[config.mk]
export PLATFORM = sky130hd
export DESIGN_NAME = register_serializer_flat
export DESIGN_NICKNAME = d
export VERILOG_FILES = /design/src/rtl/register_pkg.sv /design/src/rtl/register_serializer_if.sv /design/src/rtl/register_serializer_bit_timer.sv /design/src/rtl/register_serializer.sv /design/src/flat_wrapper.sv
export SDC_FILE = /design/constraint.sdc
export NUM_CORES = 1
export LEC_CHECK = 0
export ABC_AREA = 1
export BUFFER_PORTS_ARGS = -buffer_cell sky130_fd_sc_hd__buf_2
export CAP_MARGIN = 0
export CORE_UTILIZATION = 35
export DETAILED_ROUTE_END_ITERATION = 6
export PLACE_DENSITY_LB_ADDON = 0.05
export SLEW_MARGIN = 20
export SYNTH_ARGS = -nofsm -noshare
export SYNTH_HDL_FRONTEND = slang
export SYNTH_SLANG_ARGS = --single-unit
[constraint.sdc]
create_clock -name clk_i -period 1.4 [get_ports clk_i]
set_input_delay 0.07 -clock clk_i [delete_from_list [all_inputs] [get_ports clk_i]]
set_output_delay 0.07 -clock clk_i [all_outputs]
set_load 0.02 [all_outputs]
[src/rtl/register_pkg.sv]
// Shared types and helpers for the register serializer slice.
package register_pkg;

    // Frame sequencer states: wait for a word, shift it out, one-cycle completion.
    typedef enum logic [1:0] {
        IDLE  = 2'd0,
        SHIFT = 2'd1,
        DONE  = 2'd2
    } ser_state_t;

    // Counter width for a count range of n values; never narrower than one bit.
    function automatic int cnt_width(input int n);
        return (n > 1) ? $clog2(n) : 1;
    endfunction

endpackage

[src/rtl/register_serializer_if.sv]
// Parallel-in handshake and serial-out bus of the register serializer.
//
// Handshake: the master holds data_i stable while valid_i is high; a word
// transfers on the rising edge where valid_i & ready_o are both 1. ready_o is
// decoded from registered state only, so it never depends on valid_i in the
// same cycle. The master may keep valid_i high while ready_o is low; the word
// is simply not taken until ready_o returns.
interface register_serializer_if #(
    parameter int N = 16
);
    import register_pkg::*;

    logic [N-1:0] data_i;
    logic         valid_i;
    logic         ready_o;
    logic         ser_o;
    logic         frame_o;
    logic         bit_stb_o;
    logic         done_o;
    ser_state_t   state;      // sequencer state, visible for checkers

    modport master (
        output data_i, valid_i,
        input  ready_o, ser_o, frame_o, bit_stb_o, done_o, state
    );

    modport slave (
        input  data_i, valid_i,
        output ready_o, ser_o, frame_o, bit_stb_o, done_o, state
    );

endinterface

[src/rtl/register_serializer_bit_timer.sv]
// Bit-period timer: counts DIV enabled cycles and flags the last one of each bit.
module bit_timer
    import register_pkg::*;
#(
    parameter int DIV = 4
) (
    input  logic clk,
    input  logic rst,
    input  logic count_en,
    input  logic clear,
    output logic tick
);
    localparam int            CW   = cnt_width(DIV);
    localparam logic [CW-1:0] LAST = CW'(DIV - 1);

    logic [CW-1:0] cnt;

    // tick marks the final cycle of a bit period, so the next bit starts after it.
    assign tick = count_en && (cnt == LAST);

    // Count 0..DIV-1 within each bit; restart on clear or at the end of a period.
    always_ff @(posedge clk or posedge rst) begin
        if (rst) begin
            cnt <= '0;
        end else if (clear || tick) begin
            cnt <= '0;
        end else if (count_en) begin
            cnt <= cnt + 1'b1;
        end
    end

endmodule

[src/rtl/register_serializer.sv]
// Parallel-to-serial converter: MSB first, DIV clocks per bit, framed with
// frame/bit-strobe/done markers. All serial-side outputs are registered.
module register_serializer
    import register_pkg::*;
#(
    parameter int N   = 16,
    parameter int DIV = 4
) (
    input  logic                  clk_i,
    input  logic                  rst_i,
    register_serializer_if.slave  bus
);
    localparam int            BW       = cnt_width(N);
    localparam logic [BW-1:0] LAST_BIT = BW'(N - 1);

    if (N < 2) begin : g_bad_n
        $error("register_serializer: N must be at least 2");
    end
    if (DIV < 1) begin : g_bad_div
        $error("register_serializer: DIV must be at least 1");
    end

    ser_state_t    state;
    logic [N-1:0]  shreg;
    logic [BW-1:0] bit_cnt;
    logic          ser;
    logic          frame;
    logic          stb;
    logic          done;
    logic          ready;
    logic          accept;
    logic          shifting;
    logic          tick;

    // Ready is a pure state decode; accept only qualifies it with valid.
    assign ready    = (state == IDLE);
    assign accept   = ready && bus.valid_i;
    assign shifting = (state == SHIFT);

    bit_timer #(
        .DIV (DIV)
    ) u_bit_timer (
        .clk      (clk_i),
        .rst      (rst_i),
        .count_en (shifting),
        .clear    (accept),
        .tick     (tick)
    );

    // Frame sequencer; outputs are set one edge ahead so they line up with state.
    always_ff @(posedge clk_i or posedge rst_i) begin
        if (rst_i) begin
            state   <= IDLE;
            shreg   <= '0;
            bit_cnt <= '0;
            ser     <= 1'b1;
            frame   <= 1'b0;
            stb     <= 1'b0;
            done    <= 1'b0;
        end else begin
            case (state)
                IDLE: begin
                    if (accept) begin
                        state   <= SHIFT;
                        shreg   <= bus.data_i;
                        bit_cnt <= '0;
                        ser     <= bus.data_i[N-1];
                        frame   <= 1'b1;
                        stb     <= 1'b1;
                    end
                end
                SHIFT: begin
                    stb <= 1'b0;
                    if (tick) begin
                        if (bit_cnt == LAST_BIT) begin
                            state <= DONE;
                            ser   <= 1'b1;
                            frame <= 1'b0;
                            done  <= 1'b1;
                        end else begin
                            bit_cnt <= bit_cnt + 1'b1;
                            shreg   <= {shreg[N-2:0], 1'b0};
                            ser     <= shreg[N-2];
                            stb     <= 1'b1;
                        end
                    end
                end
                DONE: begin
                    state <= IDLE;
                    done  <= 1'b0;
                end
                default: begin
                    state <= IDLE;
                    ser   <= 1'b1;
                    frame <= 1'b0;
                    stb   <= 1'b0;
                    done  <= 1'b0;
                end
            endcase
        end
    end

    assign bus.ready_o   = ready;
    assign bus.ser_o     = ser;
    assign bus.frame_o   = frame;
    assign bus.bit_stb_o = stb;
    assign bus.done_o    = done;
    assign bus.state     = state;

endmodule

[src/flat_wrapper.sv]
// flat-port wrapper written by rule: the top's interface ports become plain ports
module register_serializer_flat import register_pkg::*;
#(
    parameter int N   = 16,
    parameter int DIV = 4
)
  (clk_i, rst_i, bus_data_i, bus_valid_i, bus_ready_o, bus_ser_o, bus_frame_o, bus_bit_stb_o, bus_done_o, bus_state);
  register_serializer_if #(.N(N)) bus_i ();
  input  logic clk_i;
  input  logic rst_i;
  input wire logic [$bits(bus_i.data_i)-1:0] bus_data_i;
  input wire logic [$bits(bus_i.valid_i)-1:0] bus_valid_i;
  output wire logic [$bits(bus_i.ready_o)-1:0] bus_ready_o;
  output wire logic [$bits(bus_i.ser_o)-1:0] bus_ser_o;
  output wire logic [$bits(bus_i.frame_o)-1:0] bus_frame_o;
  output wire logic [$bits(bus_i.bit_stb_o)-1:0] bus_bit_stb_o;
  output wire logic [$bits(bus_i.done_o)-1:0] bus_done_o;
  output wire logic [$bits(bus_i.state)-1:0] bus_state;
  assign bus_i.data_i = bus_data_i;
  assign bus_i.valid_i = bus_valid_i;
  assign bus_ready_o = bus_i.ready_o;
  assign bus_ser_o = bus_i.ser_o;
  assign bus_frame_o = bus_i.frame_o;
  assign bus_bit_stb_o = bus_i.bit_stb_o;
  assign bus_done_o = bus_i.done_o;
  assign bus_state = bus_i.state;
  register_serializer #(.N(N), .DIV(DIV)) u_core (.clk_i(clk_i), .rst_i(rst_i), .bus(bus_i));
endmodule
==> reports/results.tsv, run 1 <==
metric	value	unit
hpwl dp	2.22	mm
clock share of power	35.2	%
Setup violations, final	0	
Arr. time, crit path	1500	ps
Synth area leaders	dfrtp_1 44%, nand2_1 23%, nand2_4 8.4%, nand2_2 5.5%, nand3_1 4.8%	
CTS Sinks	27	
Setup crit end	u_core.bit_cnt[0]$_DFFE_PP0P_	
reg2reg end	u_core.bit_cnt[0]$_DFFE_PP0P_	
CP required	1570	ps
Critical Setup Path Class	register to register	
GR Overflow Total	0	
R2R setup slack	60	ps
antenna violations before repair	0	
sequential share of the synthesized area	46.1	%
per-cell routed wire length	11.6	um
DR WL met2	1.51	mm
flops & latches, synth	27	
Leak	1.22	nW
RSZ-0062 raised after global routing	yes	
placed cell area	1720	um2
vias per cell	4.51	
status	finished clean	
GRT Resource Usage Total	15.3	%
Setup crit start kind	register	
P_sw	0.272	mW
Reg clk slew, reported paths	100	ps
Final min period	1340	ps
Core Region	4030	um2
first-pass GRT wire length	5.16	mm
Reg power frac	60.8	%
CTS H-tree depth	1	
P_int	1.01	mW
Vias	1222	
DRC viols	0	
vias in the first global route	1148	
Starting DRT DRC Count	72	
layout cells sized above 1	38.0	%
worst-case reg-to-reg path depth	9	
Die H	66.8	um
Root Buffer	clkbuf_8	
# fillers	431	
Ports	26	
Rel. slew slack	70.4	%
synth unique cells	20	
Starting Density	36.5	%
Routed Antenna Nets	0	
largest net degree at the start of global routing	19	
cell taking the most area after synthesis	dfrtp_1	
combinational group share of total power	4.0	%
CTS tree	yes	
Hold Path Class	input pin to register	
WL final	3.15	mm
Max Root-Sink Buffers	2	
Crit. Startpoint	u_core.bit_cnt[1]$_DFFE_PP0P_	
Synth top area share	44.3	%
Worst Max-Slew Pin Slew	444	ps
Setup crit end kind	register	
Mapped Cells	184	
crit-path max FO	6	
Synth warnings	0	
Slew Limit Fails	0	
Max Cap Viol	0	
Met1 Routed Length	1.54	mm
P&R area growth vs syn	26.7	%
mapped cell area	1470	um2
PD cells	688	nW/um2
post-synth net total	205	
period utilization	95.5	%
Avg Cell Area, Syn	7.98	um2
maximum clock rate	748	MHz
Ant. Diodes	0	
first-pass detailed-route iteration total	4	
top routing layer in use	met4	
Cell Rows	23	
Placer Congestion	0.740	
Nets	243	
I/O Buffers	25	
Clock Skew	5.80	ps
Finished Cell Area	1860	um2
Skew-Pair Late Insertion Delay	270	ps
worst vdd ir	302	uV
die width	66.8	um
origin of the critical flop-to-flop path	u_core.bit_cnt[1]$_DFFE_PP0P_	
setup TNS	0	ps
Net Sw Frac	21.3	%
Final Hold Viols	0	
CTS Buf Count	3	
met3 WL post-DR	84	um
Die Area	4460	um2
[cells in the mapped netlist]
master	count
buf_12	1
buf_2	3
buf_4	2
dfrtp_1	26
dfstp_2	1
ha_1	2
inv_1	6
inv_2	2
inv_4	1
nand2_1	89
nand2_2	13
nand2_4	11
nand3_1	14
nand4_1	1
nor2_1	4
nor2_2	1
nor2_4	1
o21ai_1	4
or2_0	1
or2_2	1
[layout by cell type, fill, tap and decap left out, types with 2 or more instances in the layout]
master and n:
nand2_1 80, buf_2 25, dfrtp_1 25, nand2_2 19, nand3_1 14, nand2_4 14, buf_4 9, inv_1 6
o21ai_1 4, nor2_4 3, nor2_1 3, clkbuf_8 3, buf_12 3, inv_2 2
[through the flow]
stage	setup WS, ps	total power, mW	util (%)	hold WS (ps)	instances
5_1_grt	-38.0	1.33	46.2	58.6	271
3_3_place_gp	51.4	0.844	42.8	91.1	263
2_1_floorplan	26.9	0.808	-	122	184
3_5_place_dp	21.4	0.844	42.8	88.1	263
6_report	63.5	1.28	46.2	39.1	271
4_1_cts	8.24	1.30	44.2	40.6	268
[sequential cells by signal, indices dropped and copies added, names as in the netlist]
register                flops
u_core.bit_cnt              4
u_core.bus.frame_o          1
u_core.shreg               15
u_core.bus.state            2
u_core.bus.done_o           1
u_core.bus.ser_o            1
u_core.u_bit_timer.cnt      2
u_core.bus.bit_stb_o        1
[worst min-delay path by stage]
stage | startpoint | to | slack [ps] | cells after the start
after floorplan | rst_i | u_core.bit_cnt[0]$_DFFE_PP0P_ | 120 | 1
after global placement | rst_i | u_core.shreg[4]$_DFFE_PP0P_ | 90 | 2
after detailed placement | rst_i | u_core.shreg[4]$_DFFE_PP0P_ | 90 | 2
after CTS | bus_data_i[0] | u_core.shreg[0]$_DFFE_PP0P_ | 40 | 3
after global routing | bus_data_i[0] | u_core.shreg[0]$_DFFE_PP0P_ | 60 | 3
final | bus_data_i[0] | u_core.shreg[0]$_DFFE_PP0P_ | 40 | 3
[power groups by stage]
| stage | logic [mW] | registers (mW) | clock network, mW |
|---|---|---|---|
| finish | 0.0507 | 0.779 | 0.451 |
| global route | 0.0565 | 0.780 | 0.498 |
| CTS | 0.0523 | 0.779 | 0.465 |
| detailed placement | 0.0498 | 0.795 | 0 |
| global placement | 0.0497 | 0.795 | 0 |
| floorplan | 0.0131 | 0.795 | 0 |
[cell type report]
cell class	count	area (um2)	share of cell area (%)
multi-input cells	142	758	40.8
well taps	50	62.6	3.36
clock buffers	4	45.0	2.42
flip-flops and latches	27	678	36.4
repair buffers	39	278	14.9
inverters	9	38.8	2.08
[kinds of logic after synthesis]
logic type,share of synthesized area (%)
flip-flops,46.1
AO/OA/AOI/OAI,1.36
buffers and inverters,5.88
adder cells (fa/ha/maj),1.70
AND/OR/NAND/NOR,45.0
[timing repair]
item,4_1_cts,5_1_grt
setup endpoints to repair,0,19
setup buffers,0,3
endpoints found under the hold margin,8,0
resized for setup,0,19
hold buffers,1,0
[metal layers]
layer / vias up / track usage [%]
li1: 635 / -
met1: 571 / 20.0
met2: 14 / 25.6
met3: 2 / 2.23
met4: 0 / 4.79
met5: - / 0
[worst max-delay path: stages, from the launching register on]
cell and delay, ps:
dfrtp_1 360, ha_2 210, nand2_2 80, nor2_4 120, nand2_2 70, nand2_4 100
inv_6 60, buf_12 140, nand2_4 50, nand2_2 50
No activity file was read; power rests on OpenSTA's default activity.
==> run 2: changes to the inputs <==
--- a/config.mk
+++ b/config.mk
@@ -6,10 +6,10 @@
 export NUM_CORES = 1
 export LEC_CHECK = 0
 export ABC_AREA = 1
-export BUFFER_PORTS_ARGS = -buffer_cell sky130_fd_sc_hd__buf_2
 export CAP_MARGIN = 0
-export CORE_UTILIZATION = 35
+export CORE_UTILIZATION = 55
 export DETAILED_ROUTE_END_ITERATION = 6
+export DONT_BUFFER_PORTS = 1
 export PLACE_DENSITY_LB_ADDON = 0.05
 export SLEW_MARGIN = 20
 export SYNTH_ARGS = -nofsm -noshare
==> reports/results.tsv, run 2 (synthesized netlist as in run 1, its figures left out) <==
metric	value	unit	change
Leak	1.14	nW	was 1.22 nW
Nets	235		was 243
CTS tree	yes		unchanged
origin of the critical flop-to-flop path	u_core.bit_cnt[0]$_DFFE_PP0P_		was u_core.bit_cnt[1]$_DFFE_PP0P_
Starting Density	58.8	%	was 36.5%
worst-case reg-to-reg path depth	8		was 9
Clock Skew	4.78	ps	was 5.80 ps
Die H	53.7	um	was 66.8 um
P&R area growth vs syn	24.3	%	was 26.7%
Starting DRT DRC Count	31		was 72
Hold Path Class	input pin to asynchronous set/reset pin		was input pin to register
max reg flops	15		unchanged
Post-Place Cells	219		was 263
commonest non-fill, non-tap cell in the layout	nand2_1		unchanged
multi-input logic area	728	um2	was 758 um2
maximum clock rate	720	MHz	was 748 MHz
CTS H-tree depth	1		unchanged
crit-path max FO	5		was 6
Reg clk slew, reported paths	150	ps	was 100 ps
register area	678	um2	unchanged
CP required	1670	ps	was 1570 ps
R2R setup slack	10	ps	was 60 ps
commonest cells after routing, fill and taps aside	86 x nand2_1, 25 x dfrtp_1, 18 x dlygate4sd3_1		was 80 x nand2_1, 25 x buf_2, 25 x dfrtp_1
worst vdd ir	504	uV	was 302 uV
CTS Sinks	27		unchanged
vias per cell	5.08		was 4.51
first-pass GRT wire length	4.53	mm	was 5.16 mm
total power	1.19	mW	was 1.28 mW
Setup violations, final	0		unchanged
period utilization	99.1	%	was 95.5%
Setup crit end kind	register		unchanged
combinational group share of total power	5.2	%	was 4.0%
Final Hold Viols	0		unchanged
Placer Congestion	0.683		was 0.740
Worst Max-Slew Pin Slew	542	ps	was 444 ps
RSZ-0062 raised after global routing	yes		unchanged
per-cell routed wire length	12.7	um	was 11.6 um
layout cells sized above 1	24.9	%	was 38.0%
Max Cap Viol	0		unchanged
Vias	1235		was 1222
vias in the first global route	1083		was 1148
antenna violations before repair	0		unchanged
Skew-Pair Late Insertion Delay	320	ps	was 270 ps
Critical Setup Path Class	register to register		unchanged
Net Sw Frac	22.0	%	was 21.3%
die width	53.7	um	was 66.8 um
top flop regs	u_core.shreg x15, u_core.bit_cnt x4		unchanged
PD cells	651	nW/um2	was 688 nW/um2
# fillers	185		was 431
utilization after layout	73.0	%	was 46.2%
Routed Antenna Nets	0		unchanged
Max Root-Sink Buffers	2		unchanged
Root Buffer	clkbuf_4		was clkbuf_8
WL final	3.08	mm	was 3.15 mm
Final min period	1390	ps	was 1340 ps
largest net degree at the start of global routing	18		was 19
status	finished clean		unchanged
most flop-heavy register	u_core.shreg		unchanged
first-pass detailed-route iteration total	5		was 4
Ant. Diodes	0		unchanged
reg2reg end	u_core.shreg[3]$_DFFE_PP0P_		was u_core.bit_cnt[0]$_DFFE_PP0P_
hpwl dp	1.93	mm	was 2.22 mm
clock share of power	29.2	%	was 35.2%
I/O Buffers	0		was 25
P_sw	0.262	mW	was 0.272 mW
GR Overflow Total	0		unchanged
Arr. time, crit path	1660	ps	was 1500 ps
Core Region	2500	um2	was 4030 um2
DRC viols	0		unchanged
Slew Limit Fails	0		unchanged
Setup crit start kind	register		unchanged
Non-Filler Instances	243		was 271
P_int	0.927	mW	was 1.01 mW
Ports	26		unchanged
GRT Resource Usage Total	22.0	%	was 15.3%
CTS Buf Count	3		unchanged
Die Area	2880	um2	was 4460 um2
Rel. slew slack	63.8	%	was 70.4%
Cell Rows	18		was 23
Reg power frac	65.6	%	was 60.8%
==> run 2: cell types whose count changed in the layout (fill, tap and decap cells not counted), sizes merged <==
| cell | delta |
|---|---|
| buf | -26 |
| clkbuf | +1 |
| dlygate4sd3 | +17 |
==> run 2: worst max path at each step <==
| stage | from | end | slack (ps) | depth (start not counted) |
|---|---|---|---|---|
| floorplan | u_core.bus.state[1]$_DFFE_PP0P_ | u_core.shreg[8]$_DFFE_PP0P_ | 30 | 8 |
| global placement | u_core.bit_cnt[0]$_DFFE_PP0P_ | u_core.shreg[13]$_DFFE_PP0P_ | 70 | 8 |
| detailed placement | u_core.bit_cnt[0]$_DFFE_PP0P_ | u_core.bit_cnt[0]$_DFFE_PP0P_ | -3 | 8 |
| CTS | u_core.bit_cnt[0]$_DFFE_PP0P_ | u_core.shreg[9]$_DFFE_PP0P_ | 10 | 8 |
| global route | u_core.bit_cnt[0]$_DFFE_PP0P_ | u_core.bit_cnt[2]$_DFFE_PP0P_ | -60 | 8 |
| finish | u_core.bit_cnt[0]$_DFFE_PP0P_ | u_core.shreg[3]$_DFFE_PP0P_ | 10 | 8 |
==> run 2: routing by layer <==
metal / vias to the layer above / part of all wire, % / global-route usage, %
met4: 0 / 0.32 / 6.14
met1: 586 / 45 / 27.0
met2: 28 / 52 / 39.9
met5: - / 0 / 0
li1: 619 / - / -
met3: 2 / 3.2 / 2.82
==> run 2: timing repair <==
item	CTS	global route
gates cloned	0	1
hold buffers	18	0
setup endpoints to repair	5	22
pin swaps	0	4
resized for setup	1	13
hold endpoints to repair	30	0
buffers inserted	0	1
==> run 2: critical path: stages, from the launching register on <==
cell and delay, ps:
dfrtp_1 400, ha_2 210, nand2_2 90, nor2_4 140, nand2_2 70, nand2_4 150, clkbuf_16 170, nand2_1 50
nand2_2 60
==> run 2: metrics by stage <==
stage | setup TNS [ps] | area, um2 | setup slack (ps) | hold WS, ps
after floorplan | 0 | 1470 | 26.9 | 122
after global placement | 0 | 1540 | 66.7 | 16.8
after detailed placement | -3.07 | 1540 | -3.07 | 32.7
after CTS | 0 | 1750 | 13.2 | 224
after global routing | -835 | 1830 | -61.0 | 250
final | 0 | 1830 | 12.0 | 219
==> run 2: power by group through the flow <==
stage          logic (mW)  registers, mW  clock network [mW]
2_1_floorplan      0.0131          0.795                   0
3_5_place_dp       0.0217          0.795                   0
4_1_cts            0.0629          0.780               0.359
6_report           0.0614          0.780               0.347
5_1_grt            0.0686          0.781               0.385
3_3_place_gp       0.0204          0.795                   0
==> run 2: cell type report <==
type | count | share of cell area, %
multi-input combinational | 142 | 39.9
sequential | 27 | 37.1
timing repair buffer | 31 | 17.2
inverter | 9 | 2.26
tap | 30 | 2.06
clock buffer | 4 | 1.44
